--- config.mk ---
export PLATFORM = sky130hd
export DESIGN_NAME = capi_reset_seq
export DESIGN_NICKNAME = d
export VERILOG_FILES = /design/src/rtl/capi_reset_seq.sv
export SDC_FILE = /design/constraint.sdc
export NUM_CORES = 1
export LEC_CHECK = 0
export CAP_MARGIN = 20
export CORE_UTILIZATION = 35
export DETAILED_ROUTE_END_ITERATION = 8
export GPL_TIMING_DRIVEN = 0
export HOLD_SLACK_MARGIN = 0.02
export SKIP_CTS_REPAIR_TIMING = 1
export SLEW_MARGIN = 5
export SYNTH_ARGS = -nofsm -noshare
export SYNTH_HDL_FRONTEND = slang
export SYNTH_SLANG_ARGS = --single-unit
--- constraint.sdc ---
create_clock -name clk -period 2.2 [get_ports clk]
set_clock_uncertainty 0.05 [all_clocks]
set_input_delay 0.33 -clock clk [delete_from_list [all_inputs] [get_ports clk]]
set_output_delay 0.33 -clock clk [all_outputs]
set_load 0.005 [all_outputs]
--- src/rtl/capi_reset_seq.sv ---
// Ordered reset sequencer: holds every downstream domain in reset, then releases domains
// 0..NDOM-1 one at a time, waiting on each domain's ready (with optional timeout).
module capi_reset_seq #(
  parameter int unsigned NDOM     = 3,
  parameter int unsigned NREQ     = 2,
  parameter int unsigned HOLD_CYC = 16,
  parameter int unsigned TIMEOUT  = 255
) (
  input  logic            clk,
  input  logic            reset,
  input  logic [NREQ-1:0] i_req,
  input  logic [NDOM-1:0] i_ready,
  output logic [NDOM-1:0] o_reset,
  output logic            o_busy,
  output logic            o_done,
  output logic [NDOM-1:0] o_to_err
);

  localparam int unsigned KW = (NDOM > 1) ? $clog2(NDOM) : 1;
  localparam int unsigned HW = (HOLD_CYC > 1) ? $clog2(HOLD_CYC) : 1;
  localparam int unsigned TW = (TIMEOUT > 1) ? $clog2(TIMEOUT) : 1;

  localparam logic [HW-1:0] HoldLast = HW'(HOLD_CYC - 1);
  localparam logic [TW-1:0] WaitLast = TW'((TIMEOUT == 0) ? 0 : TIMEOUT - 1);
  localparam logic [KW-1:0] DomLast  = KW'(NDOM - 1);

  typedef enum logic [1:0] {
    StIdle,
    StAssert,
    StRelease,
    StDone
  } state_e;

  state_e          state_q, state_d;
  logic [KW-1:0]   dom_q, dom_d;
  logic [HW-1:0]   hold_q, hold_d;
  logic [TW-1:0]   wait_q, wait_d;
  logic [NDOM-1:0] to_err_d;
  logic [NDOM-1:0] reset_d;
  logic            busy_d;
  logic            done_d;
  logic            adv;

  always_comb begin
    state_d  = state_q;
    dom_d    = dom_q;
    hold_d   = hold_q;
    wait_d   = wait_q;
    to_err_d = o_to_err;
    adv      = 1'b0;

    unique case (state_q)
      StIdle: begin
        state_d = StIdle;
      end
      StAssert: begin
        if (hold_q == HoldLast) begin
          state_d = StRelease;
          dom_d   = '0;
          wait_d  = '0;
        end else begin
          hold_d = hold_q + HW'(1);
        end
      end
      StRelease: begin
        if (i_ready[dom_q]) begin
          adv = 1'b1;
        end else if ((TIMEOUT != 0) && (wait_q == WaitLast)) begin
          adv             = 1'b1;
          to_err_d[dom_q] = 1'b1;
        end else begin
          wait_d = wait_q + TW'(1);
        end
        if (adv) begin
          if (dom_q == DomLast) begin
            state_d = StDone;
          end else begin
            dom_d  = dom_q + KW'(1);
            wait_d = '0;
          end
        end
      end
      StDone: begin
        state_d = StIdle;
      end
      default: begin
        state_d = StIdle;
      end
    endcase

    // A request anywhere restarts the whole sequence, including from DONE.
    if (|i_req) begin
      state_d  = StAssert;
      hold_d   = '0;
      wait_d   = '0;
      dom_d    = '0;
      to_err_d = '0;
    end

    // Outputs are decoded from the next state so they land in flops with one cycle latency.
    reset_d = '0;
    busy_d  = 1'b0;
    done_d  = 1'b0;
    unique case (state_d)
      StIdle: begin
        reset_d = '0;
      end
      StAssert: begin
        reset_d = '1;
        busy_d  = 1'b1;
      end
      StRelease: begin
        busy_d = 1'b1;
        for (int j = 0; j < int'(NDOM); j++) begin
          reset_d[j] = (j > int'(dom_d));
        end
      end
      StDone: begin
        done_d = 1'b1;
      end
      default: begin
        reset_d = '0;
      end
    endcase
  end

  always_ff @(posedge clk) begin
    if (reset) begin
      state_q  <= StAssert;
      dom_q    <= '0;
      hold_q   <= '0;
      wait_q   <= '0;
      o_reset  <= '1;
      o_busy   <= 1'b1;
      o_done   <= 1'b0;
      o_to_err <= '0;
    end else begin
      state_q  <= state_d;
      dom_q    <= dom_d;
      hold_q   <= hold_d;
      wait_q   <= wait_d;
      o_reset  <= reset_d;
      o_busy   <= busy_d;
      o_done   <= done_d;
      o_to_err <= to_err_d;
    end
  end

endmodule
-- Word-level counts from Yosys, hierarchy flattened
Index checks and enable logic that the tools add are counted.
- bits in registers: 24
- bits in latches: 0
- bits in writable memories: 0
- bits in read-only memories: 0
- input bits: 7
- output and inout bits: 8
- memories: 0
- $add $sub $neg: 3
- $mul: 0
- div/mod/pow operators: 0
- order comparisons: 4
- equal/unequal tests: 10
- shift-type cells: 0
- mux-type cells: 26
- bitwise operators: 3
- reductions and logical operators: 10
- operators by type and width (operator ; count):
    two-way mux 8 bit ; 5
    two-way mux 2 bit ; 8
    one-hot mux 8 bit (2 select lines) ; 1
    == test 2 bit (second input constant) ; 5
    adder 8 x 1 -> 8 bit (second input constant) ; 1
    == test 8 bit (second input constant) ; 1
    two-way mux 1 bit ; 7
    one-hot mux 2 bit (3 select lines) ; 1
    one-hot mux 3 bit (2 select lines) ; 1
    OR reduction 2 bit ; 3
    adder 4 x 1 -> 4 bit (second input constant) ; 1
    == test 2 x 1 -> 1 bit (second input constant) ; 2
    == test 4 bit (second input constant) ; 1
    one-hot mux 2 bit (2 select lines) ; 1
    AND reduction 2 bit ; 2
    less-than comparator 2 x 3 -> 1 bit (second input constant) ; 1
    bitwise OR 3 bit ; 1
    AND reduction 3 bit ; 1
    OR reduction 3 bit ; 1
    adder 2 x 1 -> 2 bit (second input constant) ; 1
    binary-select mux 1 bit (select 2 bit) ; 1
    demux 1 bit (select 2 bit) ; 1
    >= comparator 2 x 1 -> 1 bit (second input constant) ; 1
    > comparator 1 x 2 -> 1 bit (first input constant) ; 1
    other kinds (6) ; 7

-- Depth between registers and ports, before layout
Gate-level depths: netlist of the first run.
- depth in word-level cells: 10
- gate-level depth with buffers: 13

-- Least setup slack after synthesis of the first run
OpenSTA, ideal clock, no wires.
- kind: register to register
- from: reg hold_q[0]
- to: reg o_reset[1]
- data arrival time: 2.071 ns
- slack: 0.020 ns
- stages on the path, launching flop included: 11
- path buffers: 1
- clock period less this slack: 2.180 ns
- cells stage by stage: dfxtp_1 > ha_1 > nand3_2 > and2_1 > clkbuf_1 > a21oi_1 > a21oi_1 > nor3_1 > ha_1 > o41ai_2 > o31a_1
- longest elaborated chain between the ends: 6
- ends and longest elaborated chain (item ; line ; source):
    start, declared ; 36 ; logic [HW-1:0] hold_q, hold_d;
    start signal, assigned ; 140 ; hold_q <= hold_d;
    == test 4 bit (*) ; 57 ; if (hold_q == HoldLast) begin
    two-way mux 2 bit ; 57 ;
    one-hot mux 2 bit (2 select lines) / one-hot mux 2 bit (3 select lines) (equally long branches) ; 52 ; unique case (state_q)
    two-way mux 2 bit ; 92 ; if (|i_req) begin
    > comparator 1 x 2 -> 1 bit (tied with other cells) ; 115 ; reset_d[j] = (j > int'(dom_d));
    one-hot mux 3 bit (2 select lines) (*) ; 104 ; unique case (state_d)
    end signal, assigned ; 142 ; o_reset <= reset_d;
    end, declared ; 13 ; output logic [NDOM-1:0] o_reset,
Every way passes the cells marked *; elsewhere a longest branch is shown, timed or not.
A chain may end at the register's enable or synchronous reset.

-- Final worst setup path of the first run
- from: reg wait_q[0]
- to: reg o_reset[1]
- longest elaborated chain between the ends: 9
- ends and longest elaborated chain (item ; line ; source):
    start, declared ; 37 ; logic [TW-1:0] wait_q, wait_d;
    start signal, assigned ; 141 ; wait_q <= wait_d;
    == test 8 bit (*) ; 68 ; end else if ((TIMEOUT != 0) && (wait_q == WaitLast)) begin
    two-way mux 1 bit (*) ; 68 ;
    two-way mux 1 bit (*) ; 66 ; if (i_ready[dom_q]) begin
    two-way mux 1 bit (*) ; 52 ;
    two-way mux 2 bit ; 74 ; if (adv) begin
    one-hot mux 2 bit (2 select lines) / one-hot mux 2 bit (3 select lines) (equally long branches) ; 52 ;
    two-way mux 2 bit ; 92 ;
    > comparator 1 x 2 -> 1 bit (tied with other cells) ; 115 ;
    one-hot mux 3 bit (2 select lines) (*) ; 104 ;
Every way passes the cells marked *; elsewhere a longest branch is shown, timed or not. The select of a mux whose other input is x is not followed.

==> results of run 1 <==
## power breakdown
group / internal [mW] / switching [mW]
clock network: 0.122 / 0.137
registers: 0.429 / 0.00136
logic: 0.0216 / 0.0232
## layout make-up
cell class / instances / area [µm²] / area share, %
Multi-Input combinational cell: 120 / 958 / 49.6
Sequential cell: 24 / 505 / 26.2
Timing Repair Buffer: 32 / 287 / 14.8
Tap cell: 48 / 60.1 / 3.11
Inverter: 14 / 55.1 / 2.85
Clock buffer: 3 / 41.3 / 2.14
Buffer: 3 / 23.8 / 1.23
## critical path: cells and delay by family (launching register included)
family,cells,cell delay (ps)
flops,1,370
fa+ha+maj,2,450
compound gates,4,850
simple gates,3,310
buf+inv,1,60
## cell usage after synthesis, drive strengths merged (3+ instances only)
cell and n:
a31oi 4, a21oi 10, nor3 8, nand3 5
nand2 10, a22o 3, o21ai 10, buf 3
nor2 17, ha 13, nand2b 3, o31ai 3
dfxtp 24, inv 14
## per-stage QoR
stage	total power, mW	worst slack, ps	hold WS (ps)	instances	area, µm²
floorplan	0.464	20.3	352	162	1380
global placement	0.482	-575	399	224	1580
detailed placement	0.483	-580	413	224	1580
CTS	0.742	-316	433	227	1620
global route	0.766	-88.6	466	244	1930
finish	0.735	51.2	436	244	1930
## cell families after synthesis
kind of cell,synth area share [%]
fa+ha+maj,11.8
simple gates,21.8
compound gates,23.7
flops,34.8
xor+xnor,1.90
buf+inv,5.34
mux,0.724
## worst paths after layout
path                     from           to  slack, ps  cells after the start
setup / recovery    wait_q[0]   o_reset[1]         50                     10
hold / removal    o_to_err[0]  o_to_err[0]        440                      2
setup reg to reg    wait_q[0]   o_reset[1]         50                     10
hold reg to reg   o_to_err[0]  o_to_err[0]        440                      2
## per-layer routing
metal,up-vias,track usage (%)
met3,6,2.82
met5,-,0
met2,37,26.2
li1,645,-
met4,0,6.39
met1,613,18.2
## flip-flops by register name, indices dropped and copies added (netlist names)
signal	cells
o_busy	1
o_reset	3
dom_q	2
o_done	1
state_q	2
wait_q	8
o_to_err	3
hold_q	4
## cell usage in the layout (no fill, tap or decap), types with 3 or more instances in the layout
cell / count
ha_1: 8
clkbuf_8: 3
dlymetal6s2s_1: 3
o31ai_1: 3
a31oi_1: 4
buf_4: 18
a22o_1: 3
dfxtp_2: 5
clkdlybuf4s50_1: 11
dfxtp_1: 14
ha_4: 3
nand3_1: 3
nand2b_1: 3
nor2_1: 16
nor3_1: 6
a21oi_1: 8
inv_2: 3
dfxtp_4: 5
nand2_1: 10
inv_1: 10
o21ai_1: 7
==> summary.txt, run 1 <==
Run status
  • Status: finished clean

Route
  • Routed vias/inst: 5.33
  • DRT iter0 DRCs: 79
  • M1 wire length: 1.43 mm
  • Via count of the routed design: roughly 1,300
  • DR DRC count: 0
  • Met2 Routed Length: 1.62 mm
  • Met3 WL: 136 µm
  • Antenna-violating nets left: 0
  • Final wirelength: roughly 3.3 mm
  • 1st-pass router iterations: 4
  • Routed len/inst: 13.3 µm
  • Top layer in use: met4

Placement
  • Gpl congestion: between 0.8 and 0.9
  • Port-buffer cells: 14
  • Post-DP HPWL: 2.19 mm

Clock network
  • Clock sinks: 24
  • H-tree depth: 1
  • Worst skew pair latency: 260 ps
  • CTS tree: done
  • Worst-path clk slew: ~90 ps
  • Root Buffer: clkbuf_8
  • Num CTS Buffers: 3
  • Bufs on Longest Clock Path: 2

Yosys
  • Synth cell types: between 40 and 50
  • Largest cells by area after synthesis: dfxtp_1 (35%), ha_1 (12%), nor2_1 (4.6%)
  • Syn Nets: around 180
  • Synth warn: 0
  • Post-synth EDFFs: 0
  • Synth Area per Inst: 8.53 µm²
  • Mapped cell area: around 1400 µm²
  • Synth top area share: 34.8%
  • Fraction of registers with async set/reset: 0%
  • Synth Flop Type: dfxtp_1
  • Seq/Total Area, Yosys: 34.8%
  • Largest area contributor in the netlist: dfxtp_1
  • Synth Register Bits: 24
  • Mapped Cells: 162

Layout
  • Layout cell share with drive strength beyond 1: 31.1%
  • # fillers: 349
  • Final core occ: between 50% and 60%
  • Final net count: 218
  • Area growth from synthesis to layout: 39.6%
  • # diodes: 0

Floorplanning
  • Die footprint: 4210 µm²
  • Die width: between 60 and 70 µm
  • Initial Util: 37.2%
  • Top-Level Pins: 15
  • # rows: 22
  • Core Area: 3720 µm²
  • Overall die height: 64.9 µm

Setup path
  • Slowest CP cell: o41ai_2
  • CP Class: reg -> reg
  • Crit-path cells: inv_4 -> ha_4 -> nand3_4 -> nor2_4 -> o21ai_2 -> a21oi_2 -> nor3_2 -> ha_1 -> o41ai_2 -> o31a_1
  • Arr. time, crit path: around 2300 ps
  • Critical path capture point type: register
  • Startpoint types: register
  • Critical-path maximum fanout: 5
  • Crit-path max cell delay: 390 ps
  • CP required: 2360 ps

STA
  • FMAX: 465 MHz
  • Final hold vios: 0
  • Slew Limit Headroom: 67.1%
  • Fin Setup TNS: 0 ps
  • Period utilization: 97.7%
  • RSZ-0062 raised after global routing: true
  • Min Tclk post-route: roughly 2100 ps
  • Fin. max-slew vios: 0
  • # setup viols final: 0
  • Worst Max-Slew Pin Slew: 490 ps

Run
  • Maximum capacitance violations: 0

Power and ir drop
  • Power Dens Cells: 381 nW/µm²
  • Leakage power: 0.749 nW
  • Peak supply drop: ~0.00029 V

Global route
  • Antenna violations before repair: 0
  • First-pass GRT wire length: 5.06 mm
  • Vias in the first global route: 1,187
  • Grt ovf: 0
  • GRT Total Usage: 15.2%
  • Largest net degree at the start of global routing: 13

Hold path
  • Hold Path Class: reg -> reg
Note: power is estimated with default switching activity, not from simulation.
==> run 2: changes to the inputs <==
--- a/config.mk
+++ b/config.mk
@@ -5,10 +5,8 @@
 export SDC_FILE = /design/constraint.sdc
 export NUM_CORES = 1
 export LEC_CHECK = 0
-export CAP_MARGIN = 20
 export CORE_UTILIZATION = 35
 export DETAILED_ROUTE_END_ITERATION = 8
-export GPL_TIMING_DRIVEN = 0
 export HOLD_SLACK_MARGIN = 0.02
 export SKIP_CTS_REPAIR_TIMING = 1
 export SLEW_MARGIN = 5
==> run 2 against run 1 <==
Against the previous run:
- clock power grew 50%
- first-iteration DRC count shrank 53%
- hold slack lost 8.7 ps
- sequential power grew 1%
- sequential share of layout area shrank 0.59 points
- critical path type is now in -> reg
- largest cell class unchanged
- largest power group unchanged
- highest routed layer unchanged
==> summary.txt, run 2 (same netlist as run 1, synthesis figures left out) <==
STA
  • Slew Limit Headroom: 61.9%
  • Fin. max-slew vios: 0
  • # setup viols final: 0
  • Min Tclk post-route: 2140 ps
  • Period utilization: a little over nine tenths
  • Final hold slack: 427 ps
  • Final hold vios: 0
  • FMAX: 467 MHz
  • Worst Max-Slew Pin Slew: 567 ps
  • Final WS setup: 57.3 ps

Route
  • DR DRC count: 0
  • Via count of the routed design: roughly 1,300
  • Antenna-violating nets left: 0
  • Final wirelength: 3.38 mm
  • Routed len/inst: ~14 µm
  • DRT iter0 DRCs: 37
  • Routed vias/inst: 5.15
  • 1st-pass router iterations: 4

Layout
  • Most common cell after layout, fill and taps aside: buf_4
  • Most frequent cells in the layout: buf_4 (26), dfxtp_1 (17), nor2_1 (16)
  • Largest regs: wait_q (8), hold_q (4)
  • Area growth from synthesis to layout: 38.3%
  • Final net count: 223
  • Max FFs per register: 8
  • Layout cell share with drive strength beyond 1: 30.2%
  • # diodes: 0
  • Biggest register: wait_q

Floorplanning
  • Die width: 64.9 µm
  • Overall die height: 64.9 µm
  • Initial Util: 37.2%
  • # rows: 22
  • Top-Level Pins: 15
  • Core Area: around 3700 µm²
  • Die footprint: 4210 µm²

Hold path
  • Hold Path Depth: 2
  • Hold Path Class: reg -> reg
  • Hold endpoint: o_to_err[2]
  • Hold wc startpoint: o_to_err[2]

Clock network
  • H-tree depth: 1
  • CTS tree: done
  • Clock sinks: 24
  • Num CTS Buffers: 3
  • Bufs on Longest Clock Path: 2
  • Root Buffer: clkbuf_8
  • Worst skew pair latency: about 270 ps
  • Worst-path clk slew: roughly 90 ps

Power and ir drop
  • Power Dens Cells: 457 nW/µm²
  • Leakage power: around 0.77 nW
  • Peak supply drop: 0.000197 V

Global route
  • Grt ovf: 0
  • Antenna violations before repair: 0
  • Largest net degree at the start of global routing: 15
  • First-pass GRT wire length: around 5.6 mm
  • GRT Total Usage: between 10% and 20%
  • Vias in the first global route: 1,288

Setup path
  • CP required: about 2400 ps
  • Arr. time, crit path: 2310 ps
  • Reg-to-Reg End: o_reset[1]
  • Worst path most repeated cell: o21ai_2
  • Crit-path max cell delay: between 400 and 500 ps
  • Critical path capture point type: register
  • Slowest CP cell: clkdlybuf4s50_1
  • Crit-path cells: clkdlybuf4s50_1 -> mux2i_2 -> o21ai_2 -> o21ai_2 -> a21oi_2 -> nor3_2 -> ha_1 -> o41ai_2 -> o31a_1
  • Startpoint types: primary input
  • Critical R2R Launch: dom_q[1]
  • Critical-path maximum fanout: 3
  • CP Class: in -> reg
  • R2R cell count: 8
  • R2r setup slk: 110 ps

Run status
  • Status: finished clean

Placement
  • Port-buffer cells: 14
  • Gpl congestion: 0.892
  • Post-DP HPWL: 2.58 mm
  • Post-place setup slack: -282 ps

Run
  • Maximum capacitance violations: 0
==> run 2: changes by cell type in the layout (fill, tap and decap cells not counted), moves of 2 or more <==
cell	previous run	this run
dfxtp_4	5	0
clkdlybuf4s50_1	11	13
buf_6	2	0
inv_1	10	12
ha_4	3	1
dfxtp_1	14	17
dfxtp_2	5	7
dlymetal6s2s_1	3	1
buf_4	18	26
==> run 2: worst max path at each step <==
stage,from,end,slack (ps)
global route,state_q[1],o_reset[1],-20
CTS,i_ready[2],o_reset[1],-40
detailed placement,i_ready[2],o_reset[1],-280
floorplan,hold_q[0],o_reset[1],20
global placement,i_ready[2],o_reset[1],-200
finish,i_ready[0],o_reset[1],60
==> run 2: power breakdown <==
part	leakage, nW	total (mW)	internal (mW)	switching [mW]
clock	0.0357	0.391	0.243	0.148
sequential	0.196	0.436	0.435	0.00113
combinational	0.534	0.0472	0.0237	0.0235
total	0.765	0.874	0.702	0.172
==> run 2: through the flow <==
| step | cell area, µm² | power (mW) | TNS, ps | utilization, % | std cells |
|---|---|---|---|---|---|
| CTS | 1800 | 0.884 | -38.4 | 48.4 | 246 |
| floorplan | 1380 | 0.464 | 0 | - | 162 |
| global route | 1910 | 0.916 | -20.6 | 51.4 | 250 |
| detailed placement | 1730 | 0.490 | -545 | 46.5 | 242 |
| finish | 1910 | 0.874 | 0 | 51.4 | 250 |
| global placement | 1730 | 0.489 | -379 | 46.5 | 242 |
==> run 2: area by class of cell <==
| cell class | count | area [µm²] |
|---|---|---|
| clock inverters | 1 | 30.0 |
| flip-flops and latches | 24 | 489 |
| well taps | 48 | 60.1 |
| inverters | 14 | 52.6 |
| fillers | 355 | 1800 |
| clock buffers | 3 | 41.3 |
| multi-input cells | 120 | 901 |
| repair buffers | 40 | 338 |
==> run 2: critical path: cells and delay by family <==
kind            cells  cell delay [ps]
buf+inv             1              420
fa+ha+maj           1              270
simple gates        1              170
compound gates      5              920
mux                 1              200
==> run 2: per-layer routing <==
layer  GRT usage, %  vias up  part of all wire (%)
li1               -      656                     -
met5              0        -                     0
met1           19.1      604                    44
met2           32.7       26                    52
met3           2.99        2                   3.2
met4           4.17        0                  0.59
==> variant, RTL diff (settings of run 1) <==
Register the output `o_to_err` once more, cleared by the reset; this adds one clock of latency there. The other outputs are not delayed to match.
--- a/src/rtl/capi_reset_seq.sv
+++ b/src/rtl/capi_reset_seq.sv
@@ -31,6 +31,8 @@
     StDone
   } state_e;
 
+  logic [NDOM-1:0] o_to_err_s0;
+
   state_e          state_q, state_d;
   logic [KW-1:0]   dom_q, dom_d;
   logic [HW-1:0]   hold_q, hold_d;
@@ -46,7 +48,7 @@
     dom_d    = dom_q;
     hold_d   = hold_q;
     wait_d   = wait_q;
-    to_err_d = o_to_err;
+    to_err_d = o_to_err_s0;
     adv      = 1'b0;
 
     unique case (state_q)
@@ -133,7 +135,7 @@
       o_reset  <= '1;
       o_busy   <= 1'b1;
       o_done   <= 1'b0;
-      o_to_err <= '0;
+      o_to_err_s0 <= '0;
     end else begin
       state_q  <= state_d;
       dom_q    <= dom_d;
@@ -142,7 +144,15 @@
       o_reset  <= reset_d;
       o_busy   <= busy_d;
       o_done   <= done_d;
-      o_to_err <= to_err_d;
+      o_to_err_s0 <= to_err_d;
+    end
+  end
+
+  always_ff @(posedge clk) begin
+    if (reset) begin
+      o_to_err <= '0;
+    end else begin
+      o_to_err <= o_to_err_s0;
     end
   end
 
Formal check against the unedited RTL: no difference found for any inputs over 10 cycles, from zero or initial values and one cycle with reset high; that may be too few to reach the edited logic, so the function may still have changed.
==> variant against run 1 <==
The run now ends with setup timing left; synthesized area is 5.7% higher; sequential share of layout area is 1.8 points higher; sequential cell count grew 3; final cell count is 1.2% higher; setup slack worse by 130 ps; sequential power grew 13%; via count rose by 0.38%; design area up 3.6%; total power is 11% higher; maximum frequency shrank 5.7%; routed wire length is 3.8% higher; synthesized cell count up 0.62%; critical endpoint unchanged; largest power group unchanged.
==> variant: results (changes against run 1) <==
The overall via count from detail_route is 1,306 (+0.38%). The worst-case headroom to the max-slew limit was 66.93% (-0.16 points). Library cell contributing the largest single delay on the critical path: a2111o_1.

The run finished, with violations left. The area taken by flip-flops and latches is 559.3 um2 (+11%), and the largest stage delay on the critical path is 490 ps (+100 ps). For the total routing resource utilization after global routing, the log shows 15.21% (+0.025 points).

Number of distinct standard cells referenced by the synthesized netlist: 43 (-2.3%). The checks that failed: setup timing. For the post-synthesis instance total, the log shows 163 (+0.62%). The startpoint identified for the worst register-to-register timing path is hold_q[0]. For the overall routed net length, the log shows 3379 um (+3.8%). The maximum buffer depth of the clock tree was 2 (unchanged). The number of DRC markers after the initial detailed-route iteration was 117 (+48%); the arrival time at the worst endpoint was 2450 ps (+140 ps).

The run gives -78.74 ps (-129.9 ps) as the final critical-path setup slack. The tools report the number of global-route vias before repair as 1,172 (-1.3%). Type of the tightest min-delay check: reg2reg. The cell depth of the worst hold path was 1 (-1). In the post-synthesis netlist, the biggest area contributors are dfxtp_1, ha_1, a21oi_1. The run gives 0.7741 nW (+3.3%) as the standby leakage power. The worst ir drop on vdd is 0.2327 mV (-19%), and the number of warning messages in the yosys log is 0 (unchanged). The mean routed wirelength per cell was 13.68 um (+2.6%).

The biggest fanout along the worst timing path came out at 3 (-2). End point of the most critical hold path: o_to_err[1]. The startpoint identified for the worst hold timing path is o_to_err_s0[1].

The quantity of I/O buffers inserted on ports is 14 (unchanged), and the net count of the mapped netlist is 183 (+0.55%). The largest net degree at the start of global routing came out at 16 (+3). The count of placed standard cells including taps came out at 227 (+1.3%).

Sorting the synthesized cells by how often they occur yields dfxtp_1, nor2_1, ha_1. For the global-route wire length before repair, the log shows 5195 um (+2.6%). Final number of setup-violating endpoints: 3 (+3). For the global placer's final weighted congestion, the log shows 0.8618 (+4.6%).

The setup total negative slack is -185.3 ps (-185.3 ps). The fraction of layout cells with a size suffix above 1 was 31.47% (+0.35 points); the half-perimeter wire length of the detailed placement result was 2337 um (+7.0%).
[variant: how the worst max path moves through the flow]
stage,start,end,cells past startpoint
5_1_grt,wait_q[0],o_reset[1],12
6_report,hold_q[0],o_reset[1],10
3_3_place_gp,i_ready[0],o_reset[1],12
4_1_cts,wait_q[0],o_reset[1],13
2_1_floorplan,hold_q[1],o_reset[1],11
3_5_place_dp,i_ready[0],o_reset[1],12
[variant: worst reg2reg max path, stage by stage (launching register included)]
cell	delay [ps]
dfxtp_4	380
ha_4	150
nand3_4	80
and2_4	180
a2111o_1	490
inv_2	110
ha_4	210
nand2b_4	60
nand2_1	60
o31ai_2	280
o31a_1	180
[variant: final cells by class]
cell class	count	share of cell area (%)
Multi-Input combinational cell	122	49.75
Sequential cell	27	27.97
Timing Repair Buffer	31	13.83
Tap cell	50	3.129
Clock buffer	3	2.065
Inverter	10	1.877
Buffer	3	1.126
Clock inverter	1	0.2503
[variant: layer usage]
layer	global-route usage (%)	share of wire, %	vias up
met1	19.52	47	612
li1	-	-	655
met5	0	0	-
met3	3.253	3.0	6
met4	5.851	1.3	0
met2	24.62	48	33
[variant: report_power, final]
group          leakage [nW]  switching (mW)  internal, mW
Combinational         0.527          0.0210        0.0210
Sequential            0.221         0.00129         0.485
Clock                0.0255           0.159         0.127
[variant: metrics by stage]
step / worst slack (ps) / util [%] / total power, mW / hold WS, ps / cell area [um2]
5_1_grt: -180.2 / 49.98 / 0.8468 / 435.8 / 1999
3_5_place_dp: -473.7 / 43.76 / 0.5407 / 406.9 / 1750
6_report: -78.74 / 49.98 / 0.8145 / 423.3 / 1999
3_3_place_gp: -461.1 / 43.76 / 0.5395 / 399.3 / 1750
4_1_cts: -209.3 / 44.92 / 0.8211 / 428.5 / 1797
2_1_floorplan: 3.577 / - / 0.5205 / 351.6 / 1548
[variant: logic make-up after synthesis]
kind of cell | count (synthesis) | synth area share [%]
xor gates and xnor gates | 3 | 1.798
and+or+nand+nor | 65 | 23.80
DFF | 27 | 36.99
buffers and inverters | 14 | 4.367
AOI/OAI and AO/OA | 38 | 19.78
muxes | 3 | 2.140
adders and majority gates | 13 | 11.13
